===== src/rtl/addc_pipe_pkg.sv =====
// Shared ALU definitions for the pipelined add/subtract-with-carry unit:
// op-select encoding and flag-register bit positions.
package addc_pipe_pkg;

    localparam logic ALU_SUB = 1'b1;

    localparam int FLAG_C = 0;
    localparam int FLAG_V = 1;
    localparam int FLAG_Z = 2;

    typedef struct packed {
        logic z;
        logic v;
        logic c;
    } alu_flags_t;

endpackage


===== src/rtl/addc_pipe_if.sv =====
// Operand/result handshake bundle for addc_pipe; master drives operands and
// out_ready, slave (the adder) returns in_ready and the result beat.
interface addc_pipe_if #(
    parameter int WIDTH = 32
);
    logic             in_valid;
    logic             in_ready;
    logic [WIDTH-1:0] a;
    logic [WIDTH-1:0] b;
    logic             sub;
    logic             cin;
    logic             out_valid;
    logic             out_ready;
    logic [WIDTH-1:0] s;
    logic             cout;
    logic             ovf;
    logic             zero;

    modport master (
        output in_valid, a, b, sub, cin, out_ready,
        input  in_ready, out_valid, s, cout, ovf, zero
    );

    modport slave (
        input  in_valid, a, b, sub, cin, out_ready,
        output in_ready, out_valid, s, cout, ovf, zero
    );
endinterface


===== src/rtl/addc_chunk.sv =====
// Combinational CW-bit adder slice: sum, carry out, carry into the slice MSB
// (for signed overflow) and an all-zero indication of the slice sum.
module addc_chunk #(
    parameter int CW = 8
) (
    input  logic [CW-1:0] x,
    input  logic [CW-1:0] y,
    input  logic          ci,
    output logic [CW-1:0] sum,
    output logic          co,
    output logic          c_msb_in,
    output logic          is_zero
);
    logic [CW:0] full;

    assign full     = {1'b0, x} + {1'b0, y} + {{CW{1'b0}}, ci};
    assign sum      = full[CW-1:0];
    assign co       = full[CW];
    // With CW=1 this reduces to ci itself.
    assign c_msb_in = x[CW-1] ^ y[CW-1] ^ full[CW-1];
    assign is_zero  = ~|full[CW-1:0];
endmodule


===== src/rtl/addc_pipe.sv =====
// Pipelined WIDTH-bit add/subtract-with-carry: one CW-bit chunk per stage,
// operands skewed forward, sum chunks deskewed, single global stall enable.
module addc_pipe
    import addc_pipe_pkg::*;
#(
    parameter int WIDTH  = 32,
    parameter int STAGES = 4
) (
    input logic        clk,
    input logic        rst,
    addc_pipe_if.slave bus
);
    localparam int CW = WIDTH / STAGES;

    logic en;

    logic [STAGES-1:0]            vld_q;
    logic [STAGES-1:0][WIDTH-1:0] a_q;
    logic [STAGES-1:0][WIDTH-1:0] b_q;
    logic [STAGES-1:0][WIDTH-1:0] s_q;
    logic [STAGES-1:0]            c_q;
    logic [STAGES-1:0]            z_q;
    logic                         ovf_q;

    logic [STAGES-1:0]            vld_d;
    logic [STAGES-1:0][WIDTH-1:0] a_d;
    logic [STAGES-1:0][WIDTH-1:0] b_d;
    logic [STAGES-1:0][WIDTH-1:0] s_in;
    logic [STAGES-1:0][WIDTH-1:0] s_d;
    logic [STAGES-1:0]            c_in;
    logic [STAGES-1:0]            z_in;
    logic [STAGES-1:0]            z_d;
    logic                         ovf_d;

    logic [STAGES-1:0][CW-1:0]    ch_sum;
    logic [STAGES-1:0]            ch_co;
    logic [STAGES-1:0]            ch_cmsb;
    logic [STAGES-1:0]            ch_z;

    logic unused_bits;

    assign en = !vld_q[STAGES-1] || bus.out_ready;

    // Stage inputs: stage 0 takes the bus, stage k takes stage k-1 registers.
    always_comb begin
        vld_d[0] = bus.in_valid;
        a_d[0]   = bus.a;
        b_d[0]   = (bus.sub == ALU_SUB) ? ~bus.b : bus.b;
        s_in[0]  = '0;
        c_in[0]  = bus.cin;
        z_in[0]  = 1'b1;
        for (int k = 1; k < STAGES; k++) begin
            vld_d[k] = vld_q[k-1];
            a_d[k]   = a_q[k-1];
            b_d[k]   = b_q[k-1];
            s_in[k]  = s_q[k-1];
            c_in[k]  = c_q[k-1];
            z_in[k]  = z_q[k-1];
        end
    end

    for (genvar k = 0; k < STAGES; k++) begin : g_chunk
        addc_chunk #(
            .CW(CW)
        ) u_chunk (
            .x        (a_d[k][k*CW +: CW]),
            .y        (b_d[k][k*CW +: CW]),
            .ci       (c_in[k]),
            .sum      (ch_sum[k]),
            .co       (ch_co[k]),
            .c_msb_in (ch_cmsb[k]),
            .is_zero  (ch_z[k])
        );
    end

    always_comb begin
        for (int k = 0; k < STAGES; k++) begin
            s_d[k]             = s_in[k];
            s_d[k][k*CW +: CW] = ch_sum[k];
            z_d[k]             = z_in[k] & ch_z[k];
        end
        ovf_d = ch_cmsb[STAGES-1] ^ ch_co[STAGES-1];
    end

    // Stage registers: all advance together on en, bubbles included.
    always_ff @(posedge clk or posedge rst) begin
        if (rst) begin
            vld_q <= '0;
            a_q   <= '0;
            b_q   <= '0;
            s_q   <= '0;
            c_q   <= '0;
            z_q   <= '0;
            ovf_q <= 1'b0;
        end else if (en) begin
            vld_q <= vld_d;
            a_q   <= a_d;
            b_q   <= b_d;
            s_q   <= s_d;
            c_q   <= ch_co;
            z_q   <= z_d;
            ovf_q <= ovf_d;
        end
    end

    assign bus.in_ready  = en;
    assign bus.out_valid = vld_q[STAGES-1];
    assign bus.s         = s_q[STAGES-1];
    assign bus.cout      = c_q[STAGES-1];
    assign bus.ovf       = ovf_q;
    assign bus.zero      = z_q[STAGES-1];

    // Last-stage operand copies and lower-chunk MSB carries have no reader.
    assign unused_bits = ^{a_q[STAGES-1], b_q[STAGES-1], ch_cmsb};
endmodule


===== src/flat_wrapper.sv =====
// flat-port wrapper written by rule: the top's interface ports become plain ports
module addc_pipe_flat import addc_pipe_pkg::*;
#(
    parameter int WIDTH  = 32,
    parameter int STAGES = 4
)
  (clk, rst, bus_in_valid, bus_a, bus_b, bus_sub, bus_cin, bus_out_ready, bus_in_ready, bus_out_valid, bus_s, bus_cout, bus_ovf, bus_zero);
  addc_pipe_if #(.WIDTH(WIDTH)) bus_i ();
  input logic clk;
  input logic rst;
  input wire logic [$bits(bus_i.in_valid)-1:0] bus_in_valid;
  input wire logic [$bits(bus_i.a)-1:0] bus_a;
  input wire logic [$bits(bus_i.b)-1:0] bus_b;
  input wire logic [$bits(bus_i.sub)-1:0] bus_sub;
  input wire logic [$bits(bus_i.cin)-1:0] bus_cin;
  input wire logic [$bits(bus_i.out_ready)-1:0] bus_out_ready;
  output wire logic [$bits(bus_i.in_ready)-1:0] bus_in_ready;
  output wire logic [$bits(bus_i.out_valid)-1:0] bus_out_valid;
  output wire logic [$bits(bus_i.s)-1:0] bus_s;
  output wire logic [$bits(bus_i.cout)-1:0] bus_cout;
  output wire logic [$bits(bus_i.ovf)-1:0] bus_ovf;
  output wire logic [$bits(bus_i.zero)-1:0] bus_zero;
  assign bus_i.in_valid = bus_in_valid;
  assign bus_i.a = bus_a;
  assign bus_i.b = bus_b;
  assign bus_i.sub = bus_sub;
  assign bus_i.cin = bus_cin;
  assign bus_i.out_ready = bus_out_ready;
  assign bus_in_ready = bus_i.in_ready;
  assign bus_out_valid = bus_i.out_valid;
  assign bus_s = bus_i.s;
  assign bus_cout = bus_i.cout;
  assign bus_ovf = bus_i.ovf;
  assign bus_zero = bus_i.zero;
  addc_pipe #(.WIDTH(WIDTH), .STAGES(STAGES)) u_core (.clk(clk), .rst(rst), .bus(bus_i));
endmodule

===== config.mk =====
export PLATFORM = sky130hd
export DESIGN_NAME = addc_pipe_flat
export DESIGN_NICKNAME = d
export VERILOG_FILES = /design/src/rtl/addc_pipe_pkg.sv /design/src/rtl/addc_pipe_if.sv /design/src/rtl/addc_chunk.sv /design/src/rtl/addc_pipe.sv /design/src/flat_wrapper.sv
export SDC_FILE = /design/constraint.sdc
export NUM_CORES = 1
export LEC_CHECK = 0
export ABC_CLOCK_PERIOD_IN_PS = 7200
export BUFFER_PORTS_ARGS = -buffer_cell sky130_fd_sc_hd__buf_2
export CELL_PAD_IN_SITES_DETAIL_PLACEMENT = 1
export CELL_PAD_IN_SITES_GLOBAL_PLACEMENT = 2
export CORE_ASPECT_RATIO = 0.6
export CORE_UTILIZATION = 36
export CTS_CLUSTER_DIAMETER = 50
export DETAILED_ROUTE_END_ITERATION = 8
export PLACE_DENSITY = 0.79
export SYNTH_ARGS = -nofsm -noshare
export SYNTH_HDL_FRONTEND = slang
export SYNTH_SLANG_ARGS = --single-unit

===== constraint.sdc =====
create_clock -name clk -period 7.2 [get_ports clk]
set_input_delay 0.72 -clock clk [delete_from_list [all_inputs] [get_ports clk]]
set_output_delay 0.72 -clock clk [all_outputs]
set_load 0.03 [all_outputs]

==> metrics.cfg <==
[cells_and_area]
regArea_um2 = 4730
fill_cells = 2757
multi_input_area_um2 = 3720
drive_above_1_share = 0.153
antenna_cells = 0
fin_util = 0.434
fin_nets = 1144
area_delta_synth_final_pct = 16.7

[critical_path]
rr_endpoint = u_core.z_q[1]$_DFFE_PP0P_
ff2ff_path_depth = 6
crit_chain = buf_2 -> nor2b_4 -> inv_4 -> buf_4 -> buf_2
path_class = in2out
critPathTopFamily = buffers and inverters
cp_slowest_stage_delay_ns = 0.70
startpoint_type = input port
worstPathArrival_ns = 2.67
worstPathRequired_ns = 6.48
worst_setup_path_end_kind = output pin
ff2ff_setup_slack_ns = 3.93
path_buf_inv = 4
cp_max_fo = 67
worst_path_max_delay_cell = nor2b_4
critPathMostFrequentCell = buf_2
reg2reg_from = u_core.vld_q[3]$_DFFE_PP0P_

[detailed_routing]
vias_per_cell = 4.69
drtIter0Drc = 295
ant_nets = 0
drtPass1Iterations = 4
drc = 0
wl_um = 20200
num_vias = 6409
wire_per_inst_um = 14.8

[timing]
setup_viol = 0
slew_headroom = 0.283
rsz0062_at_grt = no
fin_crit_sh = 0.471
timing.final.ws_setup_ns = 3.81
tightest_slew_ns = 1.08
finalClockSkew_ns = 0.0102
slew_violations = 0
period_minus_slack_ns = 3.39
fin_setup_tns_ns = 0
fmax_mhz = 295
hold_violations = 0

[pwr]
vdd_ir_drop_max_uv = 160
combPwrFrac = 0.402
switchingPower_mw = 1.88
p_int_mw = 2.85
seq_power_share = 0.380
clkPwrFrac = 0.218
p_leak_nw = 5.12
power_density_nw_per_um2 = 466
swShare = 0.397

[logic_synthesis]
yosys-top-cells-count = 429 x nand2_1, 189 x dfrtp_1, 53 x o21ai_0
synth_top_area_share = 0.544
post-synth-top-count-cell = nand2_1
synthArstFlopShare = 1.00
avgSynthCellArea_um2 = 9.14
syn_inst = 952
yosysSeqAreaShare = 0.544
synth_nets = 1058
yosys_warnings = 0
ys_types = 50
synth.area.top_cells = dfrtp_1 54%, nand2_1 19%, ha_1 4.0%
synth-edff-count = 0
ys_ff_latch = 189
yosys.area.top_type = dfrtp_1
netlist_area_um2 = 8700
synthFlopType = dfrtp_1

[place]
dp_hpwl_um = 13600
pre_cts_ws_ns = 3.42
gp_congestion = 0.786
port_buffers = 106

[clocking]
clk_pin_slew_worst_paths_ns = 0.07
cts_setup_buffers = 0
max-clock-path-buffers = 2
ctsHtreeMaxLevel = 4
cts_tree = built
cts_root_buf = clkbuf_16
cts_resized = 0
cts_hold_buf = 0
insertion_delay_ns = 0.43
numClockSinks = 189
numCtsBuffers = 17

[run]
cap_viol_max_count = 0

[floorplanning]
fp.dieH_um = 122
fp.dieW_um = 203
dieArea_um2 = 24800
core_area_um2 = 23400
initial_core_util = 0.372
num_rows = 43
io_pins = 107

[run_status]
status = completed

[worst_hold_path]
min_delay_path_depth = 2
hold_class = reg2reg
hp-start = u_core.bus.s[3]$_DFFE_PP0P_
holdPathEnd = u_core.bus.s[3]$_DFFE_PP0P_

[grt]
overflow = 0
grt_first_pass_wirelength_um = 34600
grt_usage = 0.176
grt_pass1_vias = 6639
antenna_found_initial = 0
grt_start_max_net_pins = 131

## sequential cells by signal, summed over array words and instances, names as in the netlist
name / flops
u_core.a_d: 48
u_core.b_d: 48
u_core.s_d: 48
u_core.bus.s: 32
u_core.c_q: 4
u_core.vld_q: 4
u_core.z_q: 4
u_core.bus.ovf: 1
## power groups by stage
stage / clock network, mW / logic, mW / registers (mW)
after global routing: 1.10 / 2.17 / 1.86
after CTS: 1.06 / 1.94 / 1.81
final: 1.03 / 1.90 / 1.80
after floorplan: 0 / 1.25 / 1.93
after global placement: 0 / 1.88 / 1.81
after detailed placement: 0 / 1.93 / 1.82
## worst reg2reg max path, delay by kind of cell (launching register included)
kind | cells | cell delay [ns]
AO/OA/AOI/OAI | 1 | 0.06
flip-flops | 1 | 0.35
buffers and inverters | 2 | 1.73
AND/OR/NAND/NOR | 3 | 1.02
## worst max path at each step
| stage | startpoint | end | cells after the start |
|---|---|---|---|
| global route | u_core.vld_q[3]$_DFFE_PP0P_ | bus_in_ready | 4 |
| floorplan | rst | u_core.a_d[120]$_DFFE_PP0P_ | 1 |
| detailed placement | bus_out_ready | u_core.z_q[1]$_DFFE_PP0P_ | 7 |
| CTS | u_core.vld_q[3]$_DFFE_PP0P_ | bus_in_ready | 4 |
| global placement | bus_out_ready | u_core.z_q[1]$_DFFE_PP0P_ | 7 |
| finish | bus_out_ready | bus_in_ready | 5 |
## logic make-up (layout without fill, tap and decap cells)
logic type | after synthesis | in the layout | synth area share
muxes | 5 | 5 | 0.00647
AOI/OAI and AO/OA | 128 | 128 | 0.0952
and+or+nand+nor | 483 | 483 | 0.221
adders and majority gates | 36 | 36 | 0.0587
DFF | 189 | 189 | 0.544
xor gates and xnor gates | 45 | 45 | 0.0453
buffers and inverters | 66 | 165 | 0.0293
## cells in the final DEF, fill, tap and decap left out, drive strengths merged, types with 3 or more instances in the layout
cell,count
bufinv,4
o31ai,10
o2111a,4
inv,21
a21o,7
dfrtp,189
nor3,8
o211ai,3
a21oi,16
nand2,429
a21boi,3
ha,28
a211oi,7
o21ai,57
a31oi,3
mux2,5
clkinv,5
nor3b,4
o21a,5
clkbuf,22
nor2b,6
fa,8
xnor2,29
buf,112
nor2,19
xor2,16
## through the flow
stage	power, mW	hold slack, ns	area (µm²)	instances
2_1_floorplan	3.19	0.430	8700	952
3_3_place_gp	3.69	0.449	9510	1334
3_5_place_dp	3.75	0.451	9510	1334
4_1_cts	4.81	0.461	10200	1366
5_1_grt	5.14	0.482	10200	1366
6_report	4.73	0.461	10200	1366
## area by class of cell
type | instances | area share
Clock inverter | 10 | 0.0158
Sequential cell | 189 | 0.466
Clock buffer | 22 | 0.0477
Multi-Input combinational cell | 697 | 0.366
Tap cell | 315 | 0.0388
Timing Repair Buffer | 112 | 0.0567
Inverter | 21 | 0.00875
## metal layers
metal | wire length [µm] | global-route usage
met1 | 11200 | 0.268
met2 | 8300 | 0.256
met3 | 561 | 0.0343
met4 | 135 | 0.0423
met5 | 0 | 0
Note: power is estimated with default switching activity, not from simulation.
